==> src/rtl/shift_pkg.sv <==
// rtl/shift_pkg.sv - shared bit-order constants and default word width
package shift_pkg;

  typedef enum logic {
    LSB_FIRST = 1'b0,
    MSB_FIRST = 1'b1
  } bit_order_e;

  localparam int DEFAULT_WIDTH = 8;

endpackage

==> src/rtl/mod_counter.sv <==
// rtl/mod_counter.sv - modulo-MOD up counter with synchronous clear and wrap strobe
module mod_counter #(
  parameter int MOD = 8
) (
  input  logic                   clk,
  input  logic                   rst_n,
  input  logic                   inc,
  input  logic                   clr,
  output logic [$clog2(MOD)-1:0] count,
  output logic                   wrap
);

  localparam int CW = $clog2(MOD);

  logic [CW-1:0] count_q, count_d;

  // wrap marks the increment that takes the counter from MOD-1 back to 0
  assign wrap  = inc && (count_q == CW'(MOD - 1));
  assign count = count_q;

  always_comb begin
    count_d = count_q;
    if (clr) begin
      count_d = '0;
    end else if (inc) begin
      count_d = wrap ? '0 : count_q + CW'(1);
    end
  end

  always_ff @(posedge clk or negedge rst_n) begin
    if (!rst_n) begin
      count_q <= '0;
    end else begin
      count_q <= count_d;
    end
  end

endmodule

==> src/rtl/sipo_deser.sv <==
// rtl/sipo_deser.sv - serial-in parallel-out deserializer with valid/ready output
module sipo_deser
  import shift_pkg::*;
#(
  parameter int WIDTH = DEFAULT_WIDTH
) (
  input  logic                     clk,
  input  logic                     rst,
  input  logic                     in,
  input  logic                     in_valid,
  input  logic                     msb_first,
  input  logic                     clear,
  input  logic                     out_ready,
  output logic [WIDTH-1:0]         out,
  output logic                     out_valid,
  output logic [$clog2(WIDTH)-1:0] bit_cnt,
  output logic                     overrun
);

  logic [WIDTH-1:0] sr_q, sr_d;
  logic [WIDTH-1:0] out_q, out_d;
  logic [WIDTH-1:0] shifted;
  logic             out_valid_q, out_valid_d;
  logic             overrun_q, overrun_d;
  bit_order_e       order_q, order_d;
  bit_order_e       eff_order;
  logic             take;
  logic             complete;

  // clear outranks a coincident serial bit, so the bit never reaches the counter
  assign take = in_valid && !clear;

  mod_counter #(
    .MOD (WIDTH)
  ) u_bit_counter (
    .clk   (clk),
    .rst_n (rst),
    .inc   (take),
    .clr   (clear),
    .count (bit_cnt),
    .wrap  (complete)
  );

  // the order input only matters on the first bit; later bits use the latched copy
  assign eff_order = (bit_cnt == '0) ? bit_order_e'(msb_first) : order_q;
  assign shifted   = (eff_order == MSB_FIRST) ? {sr_q[WIDTH-2:0], in}
                                              : {in, sr_q[WIDTH-1:1]};

  always_comb begin
    sr_d        = sr_q;
    order_d     = order_q;
    out_d       = out_q;
    out_valid_d = out_valid_q;
    overrun_d   = overrun_q;

    if (clear) begin
      sr_d      = '0;
      overrun_d = 1'b0;
    end else if (in_valid) begin
      sr_d    = shifted;
      order_d = eff_order;
    end

    if (out_valid_q && out_ready) begin
      out_valid_d = 1'b0;
    end

    // a completed word lands only if the output slot is empty or draining this cycle
    if (complete) begin
      if (!out_valid_q || out_ready) begin
        out_d       = shifted;
        out_valid_d = 1'b1;
      end else begin
        overrun_d = 1'b1;
      end
    end
  end

  always_ff @(posedge clk or negedge rst) begin
    if (!rst) begin
      sr_q        <= '0;
      order_q     <= LSB_FIRST;
      out_q       <= '0;
      out_valid_q <= 1'b0;
      overrun_q   <= 1'b0;
    end else begin
      sr_q        <= sr_d;
      order_q     <= order_d;
      out_q       <= out_d;
      out_valid_q <= out_valid_d;
      overrun_q   <= overrun_d;
    end
  end

  assign out       = out_q;
  assign out_valid = out_valid_q;
  assign overrun   = overrun_q;

endmodule

==> config.mk <==
export PLATFORM = sky130hd
export DESIGN_NAME = sipo_deser
export DESIGN_NICKNAME = d
export VERILOG_FILES = /design/src/rtl/shift_pkg.sv /design/src/rtl/mod_counter.sv /design/src/rtl/sipo_deser.sv
export SDC_FILE = /design/constraint.sdc
export NUM_CORES = 1
export LEC_CHECK = 0
export ABC_AREA = 1
export ABC_CLOCK_PERIOD_IN_PS = 3200
export CAP_MARGIN = 20
export CORE_MARGIN = 5
export CORE_UTILIZATION = 54
export CTS_CLUSTER_DIAMETER = 80
export DETAILED_ROUTE_END_ITERATION = 8
export GPL_ROUTABILITY_DRIVEN = 0
export GPL_TIMING_DRIVEN = 0
export PLACE_DENSITY = 0.82
export SLEW_MARGIN = 20
export SYNTH_ARGS = -nofsm -noshare
export SYNTH_HDL_FRONTEND = slang
export SYNTH_SLANG_ARGS = --single-unit
export TNS_END_PERCENT = 10
==> constraint.sdc <==
create_clock -name clk -period 3.2 [get_ports clk]
set_clock_uncertainty 0.05 [all_clocks]
set_input_delay 0.64 -clock clk [delete_from_list [all_inputs] [get_ports clk]]
set_output_delay 0.64 -clock clk [all_outputs]
set_load 0.05 [all_outputs]
After elaboration in Yosys (flattened, before gate mapping) --
Index checks and enable logic that the tools add are counted.
Word-level totals: flip-flop bits (word level) 22, input port bits 7, output and inout bits 13, logic and storage cells 33
Operators by class: add/subtract/negate cells 1, eq/ne operators 1, mux-type cells 13, bitwise operators 1, reduce and logical (&&, ||, !) cells 11
Operator list (count):
- 8-bit two-way mux | 3
- 3-bit two-way mux | 3
- 1-bit two-way mux | 7
- 2-bit AND reduction | 2
- 2-bit nonzero test | 2
- 3-bit by 1-bit adder with 3-bit output, second input constant | 1
- 3-bit equality test, second input constant | 1
- 1-bit logical AND | 3
- 3-bit zero test | 1
- 1-bit zero test | 2
- 1-bit logical OR | 1
- 1-bit inverter | 1

Logic depth before layout (Yosys ltp) --
Gate-level depths: netlist (run 1).
word-level depth 6, depth in mapped cells 7

By module --
Synthesis (run 1) repeated with hierarchy kept, for this count alone.
Second synthesis, totals: cells, all modules 138, area total of the unflattened synthesis 1186.1 µm²
Modules (own cells, without submodules):
- sipo_deser | times used 1, cells each 116, area an instance 1019.7 µm², sequential area each 475.5 µm²
- mod_counter | times used 1, cells each 22, area an instance 166.4 µm², sequential area each 75.1 µm²

Least setup slack after synthesis (run 1) --
Ideal clock, no wire load.
kind reg-to-reg, from register u_bit_counter.count_q[0], in the netlist u_bit_counter.count[0], to register out_q[0], in the netlist out[0], data arrival time 1442 ps, path slack 1590 ps, cell stages (with the launch flop) 7, path buffers 0, period minus slack after synthesis 1610 ps, cells stage by stage dfrtp_1 -> inv_1 -> ha_1 -> nand3_1 -> nand3_1 -> nand3_1 -> nand2_1
Between the ends: cells in the longest elaborated chain, start to end 3, elaborated cells on any way between the ends 6
RTL lines:
- start, declared | line mod_counter.sv:15 | logic [CW-1:0] count_q, count_d;
- start signal, assigned | line mod_counter.sv:34 | count_q <= count_d;
- 3-bit zero test / 3-bit equality test (equally long branches) | line sipo_deser.sv:45, mod_counter.sv:18
- 1-bit two-way mux / 1-bit logical AND (equally long branches) | line sipo_deser.sv:45, mod_counter.sv:18
- 8-bit two-way mux / 2-bit AND reduction (equally long branches)
- end signal, assigned | line sipo_deser.sv:89 | out_q <= out_d;
- end, declared | line sipo_deser.sv:21 | logic [WIDTH-1:0] out_q, out_d;
Several ways; a longest one is shown, not always the timed one. A chain may end at the register's enable or synchronous reset.

Worst setup path after layout (run 1) --
from register u_bit_counter.count_q[2], in the netlist u_bit_counter.count[2], to output bit_cnt[2]
RTL lines:
- end, declared | line sipo_deser.sv:16 | output logic [$clog2(WIDTH)-1:0] bit_cnt,
No word-level cell between the ends.

==> flow_summary.yaml, run 1 <==
outcome:
  outcome: "finished clean"
power_and_ir_drop:
  ir_drop_v: 0.000295
  p_per_area_nw_per_um2: 420
  p_leak_nw: 0.725
timing:
  hold_viol_final: 0
  period_needed_ns: 2.23
  slew_violations: 0
  tightest_slew_ns: 0.502
  hold-worst-slack_ns: 0.448
  tns_ns: 0
  slew_headroom: 0.664
  period_share: 0.696
  fmax_mhz: 449
  setup-violations-final: 0
  rsz0062_at_grt: "no"
min_path:
  hold_path.class: "flip-flop to flip-flop"
critical_path:
  path_cells: "clkdlybuf4s50_1"
  slowest_stage: "clkdlybuf4s50_1"
  worst_setup_path_end_kind: "primary output"
  crit_type: "flip-flop to primary output"
  path_buf_inv: 1
  critPathArrivalTime_ns: 1.54
  startpoint_type: "flip-flop"
  critical_path.top_delay_family: "buffers and inverters"
  critPathMaxStageDelay_ns: 0.82
  required_ns: 2.51
  critical_path_peak_fanout: 3
placement:
  io_buffers: 19
  place_hpwl_um: 1690
  dpl_cell_area_sq_um: 1310
yosys:
  yosys-top-cells-area: "dfrtp_1 51%, nand3_1 18%, nand2_1 13%"
  synth_top_area_frac: 0.509
  ys_seq_area_frac: 0.509
  syn_nets: 142
  netlist_area_sq_um: 1080
  synth_area_per_cell_sq_um: 8.19
  synth_top_area_cell: "dfrtp_1"
  ys_seq_elements: 22
  synth_edf_count: 0
  synthCells: 132
  ys_types: 14
  async_reset_ff_frac: 1.00
  yosysWarnings: 0
  ys.flop_type: "dfrtp_1"
  synth_commonest_cells: "38 x nand2_1, 38 x nand3_1, 22 x dfrtp_1, 18 x inv_1, 4 x o21ai_0"
global_route:
  gr-usage-met1: 0.236
  grt_start_max_net_pins: 23
  top_usage_layer: "met2"
  grt_pass1_wl_um: 4010
  globalRouteMet2Util: 0.311
  grtUsageTotal: 0.187
  grt_antenna_before_repair: 0
  grt_overflow_total: 0
  grt_use_met3: 0.0300
  grt_pass1_vias: 945
clock_network:
  clock_path_buffers: 2
  cts_tree: "built"
  cts_sinks: 22
  cts_root_buf: "clkbuf_4"
  cts_repair_resize_count: 0
  postCtsSetupBuffers: 0
  h-tree-depth: 1
  clk_latency_ns: 0.31
  clk_pin_slew_worst_paths_ns: 0.12
  cts_buffers: 3
  hold_buffers: 0
floorplanning:
  die_area_sq_um: 3000
  io_pins: 20
  num_rows: 16
  start_util: 0.557
  coreArea_sq_um: 1940
  die_x_um: 54.7
  die_h_um: 54.7
finish:
  drive_above_1_share: 0.0833
  num-nets-final: 167
  final_area_sq_um: 1360
  nFillCells: 159
  multiInputGateArea_sq_um: 444
  area_growth_pct: 25.5
  diodes: 0
  ff_latch_area_sq_um: 551
detailed_routing:
  wl_per_cell_um: 12.4
  viasPerCell: 5.39
  drc: 0
  ant_nets: 0
  firstDrtPassIters: 4
  drtIter0Drc: 28
  routed_wl_um: 2280
  vias: 986
run:
  cap_violations: 0
metal layers:
| metal | routed length [um] | part of all wire | up-vias |
|---|---|---|---|
| met5 | 0 | 0 | - |
| met4 | 34 | 0.015 | 0 |
| met3 | 171 | 0.075 | 5 |
| met2 | 1100 | 0.48 | 52 |
| met1 | 966 | 0.42 | 458 |
| li1 | - | - | 471 |
cells in the final DEF (no fill, tap or decap), drive strengths merged:
master / synthesis / layout
dfrtp: 22 / 22
nand3: 38 / 38
inv: 21 / 21
clkbuf: 0 / 4
nand2: 39 / 39
nor2: 3 / 3
o21ai: 5 / 5
ha: 3 / 3
clkdlybuf4s50: 0 / 19
buf: 1 / 2
path summary, 6_finish.rpt:
check                                          to  slack (ns)  depth (start not counted)                   start
max                                    bit_cnt[2]        0.97                          1  u_bit_counter.count[2]
max in group asynchronous  u_bit_counter.count[1]        2.15                          2                     rst
min reg2reg                                out[7]        0.45                          2                  out[7]
max reg2reg                               sr_q[1]        1.69                          6  u_bit_counter.count[0]
min in group asynchronous                  out[6]        0.53                          1                     rst
min                                        out[7]        0.45                          2                  out[7]
report_power, final:
| part | switching, mW | leakage (nW) | internal, mW | total [mW] |
|---|---|---|---|---|
| registers | 0.00855 | 0.301 | 0.292 | 0.300 |
| clock network | 0.0857 | 0.0210 | 0.0695 | 0.155 |
| logic | 0.0759 | 0.402 | 0.0385 | 0.114 |
state kept, by name, summed over array words and instances, names as in the netlist:
name,flops
u_bit_counter.count,3
order_q,1
sr_q,8
overrun,1
out,8
out_valid,1
cells by family (layout without fill, tap and decap cells):
logic type | count (synthesis) | count (layout) | share of synthesized area
AND/OR/NAND/NOR | 80 | 80 | 0.353
adder cells (fa/ha/maj) | 3 | 3 | 0.0347
buffers and inverters | 22 | 46 | 0.0799
flip-flops | 22 | 22 | 0.509
AO/OA/AOI/OAI | 5 | 5 | 0.0231
worst min-delay path, delay by kind of cell (launching register included):
kind	cells	cell delay (ns)
simple gates	2	0.11
flops	1	0.37
layout make-up:
| type | instances | area share |
|---|---|---|
| clock buffer | 4 | 0.0268 |
| sequential | 22 | 0.406 |
| multi-input combinational | 88 | 0.327 |
| tap | 27 | 0.0249 |
| buffer | 1 | 0.00369 |
| timing repair buffer | 20 | 0.151 |
| inverter | 21 | 0.0600 |
metrics by stage:
step	instances	util	power [mW]	setup slack [ns]
2_1_floorplan	132	-	0.380	1.59
3_3_place_gp	178	0.672	0.411	1.29
3_5_place_dp	178	0.672	0.416	1.25
4_1_cts	182	0.691	0.568	0.966
5_1_grt	183	0.698	0.596	0.940
6_report	183	0.698	0.570	0.974
Power figures use the tool's default switching activity.
==> run 2: changes to the inputs <==
Settings changed: ABC_CLOCK_PERIOD_IN_PS 3200 to 2250, CORE_UTILIZATION 54 to 50, PLACE_DENSITY 0.82 to 0.77.
Clock period 3.2 ns to 2.25 ns, I/O delays scaled along.
==> run 2 against run 1 <==
Total power up 57%. Critical endpoint unchanged. Core utilization down 2.0 points. Die area up 6.5%. Critical path type unchanged.
==> flow_summary.yaml, run 2 (same netlist as run 1, synthesis figures left out) <==
outcome:
  outcome: "finished clean"
power_and_ir_drop:
  ir_drop_v: 0.000531
  p_per_area_nw_per_um2: 658
  fin_total_pwr_mw: 0.893
  p_leak_nw: 0.724
critical_path:
  cp-startpoint: "u_bit_counter.count[2]"
  crit_type: "flip-flop to primary output"
  r2r_cells: 6
  path_buf_inv: 1
  r2r-start: "u_bit_counter.count[0]"
  critical_path_peak_fanout: 3
  critPathArrivalTime_ns: 1.53
  r2r-end: "sr_q[5]"
  critical_path.top_delay_family: "buffers and inverters"
  slowest_stage: "clkdlybuf4s50_1"
  startpoint_type: "flip-flop"
  critPathMaxStageDelay_ns: 0.82
  path_cells: "clkdlybuf4s50_1"
  reg2reg_slack_ns: 0.73
  required_ns: 1.75
  worst_setup_path_end_kind: "primary output"
timing:
  slew_headroom: 0.352
  setup-violations-final: 0
  period_share: 0.903
  hold_viol_final: 0
  period_needed_ns: 2.03
  fmax_mhz: 492
  tns_ns: 0
  rsz0062_at_grt: "no"
  slew_violations: 0
  layout_setup_ws_ns: 0.218
  tightest_slew_ns: 0.969
min_path:
  hold_path.class: "flip-flop to flip-flop"
  min_delay_path_depth: 2
  hp-start: "out[2]"
  whs_endpoint: "out[2]"
placement:
  numPlacedInstances: 178
  place_hpwl_um: 1730
  io_buffers: 19
  pre_cts_ws_ns: 0.507
clock_network:
  hold_buffers: 0
  cts_root_buf: "clkbuf_4"
  cts_repair_resize_count: 0
  clk_pin_slew_worst_paths_ns: 0.13
  cts_tree: "built"
  clock_path_buffers: 2
  cts_buffers: 3
  cts_sinks: 22
  postCtsSetupBuffers: 0
  clk_latency_ns: 0.32
  h-tree-depth: 1
floorplanning:
  coreArea_sq_um: 2000
  die_x_um: 56.5
  num_rows: 16
  die_area_sq_um: 3190
  die_h_um: 56.5
  start_util: 0.540
  io_pins: 20
detailed_routing:
  drtIter0Drc: 38
  routed_wl_um: 2320
  drc: 0
  ant_nets: 0
  firstDrtPassIters: 4
  wl_per_cell_um: 12.8
  viasPerCell: 5.42
  vias: 986
global_route:
  grtUsageTotal: 0.151
  grt_overflow_total: 0
  grt_antenna_before_repair: 0
  grt_pass1_vias: 946
  grt_start_max_net_pins: 23
  grt_pass1_wl_um: 3880
finish:
  final_cell_mix: "38 x nand2_1, 38 x nand3_1, 22 x dfrtp_1"
  nFillCells: 161
  area_growth_pct: 25.6
  drive_above_1_share: 0.0774
  fin_util: 0.678
  stdcell_count: 182
  num-nets-final: 166
  diodes: 0
run:
  cap_violations: 0
[run 2: cell count changes in the layout (fill, tap and decap cells not counted), sizes merged]
cell    change
clkbuf      -1
bufinv      +1
buf         -1
[run 2: worst max-delay path by stage]
stage	endpoint	cells past startpoint	slack, ns
3_3_place_gp	out[1]	8	0.52
3_5_place_dp	out[7]	7	0.51
5_1_grt	bit_cnt[2]	1	0.17
2_1_floorplan	out[0]	6	0.64
6_report	bit_cnt[2]	1	0.22
4_1_cts	bit_cnt[2]	1	0.21
[run 2: area by class of cell]
| type | count | area [sq um] | share of cell area |
|---|---|---|---|
| clock inverters | 1 | 30.0 | 0.0221 |
| clock buffers | 3 | 22.5 | 0.0166 |
| flip-flops and latches | 22 | 551 | 0.406 |
| inverters | 21 | 81.3 | 0.0599 |
| multi-input cells | 88 | 444 | 0.327 |
| repair buffers | 19 | 190 | 0.140 |
| plain buffers | 1 | 5.00 | 0.00369 |
| well taps | 27 | 33.8 | 0.0249 |
[run 2: stage by stage]
step / hold slack (ns) / cell area [sq um]
after floorplan: 0.104 / 1080
after detailed placement: 0.416 / 1310
after global placement: 0.414 / 1310
after global routing: 0.465 / 1360
after CTS: 0.449 / 1360
final: 0.445 / 1360
[run 2: worst reg2reg max path: stages, from the launching register on]
cell	delay [ns]
dfrtp_1	0.42
inv_1	0.10
ha_1	0.20
nand3_1	0.29
nand3_1	0.24
nand3_1	0.11
nand2_1	0.07
[run 2: layer usage]
metal | global-route usage | wire length, um | up-vias
li1 | - | - | 470
met1 | 0.185 | 966 | 464
met2 | 0.257 | 1170 | 48
met3 | 0.0252 | 162 | 4
met4 | 0.0678 | 20 | 0
met5 | 0 | 0 | -
[run 2: where the power goes]
group	leakage (nW)	internal (mW)	switching [mW]	total [mW]
Combinational	0.395	0.0524	0.107	0.159
Sequential	0.301	0.415	0.0117	0.427
Clock	0.0279	0.180	0.127	0.307
Total	0.724	0.647	0.246	0.893
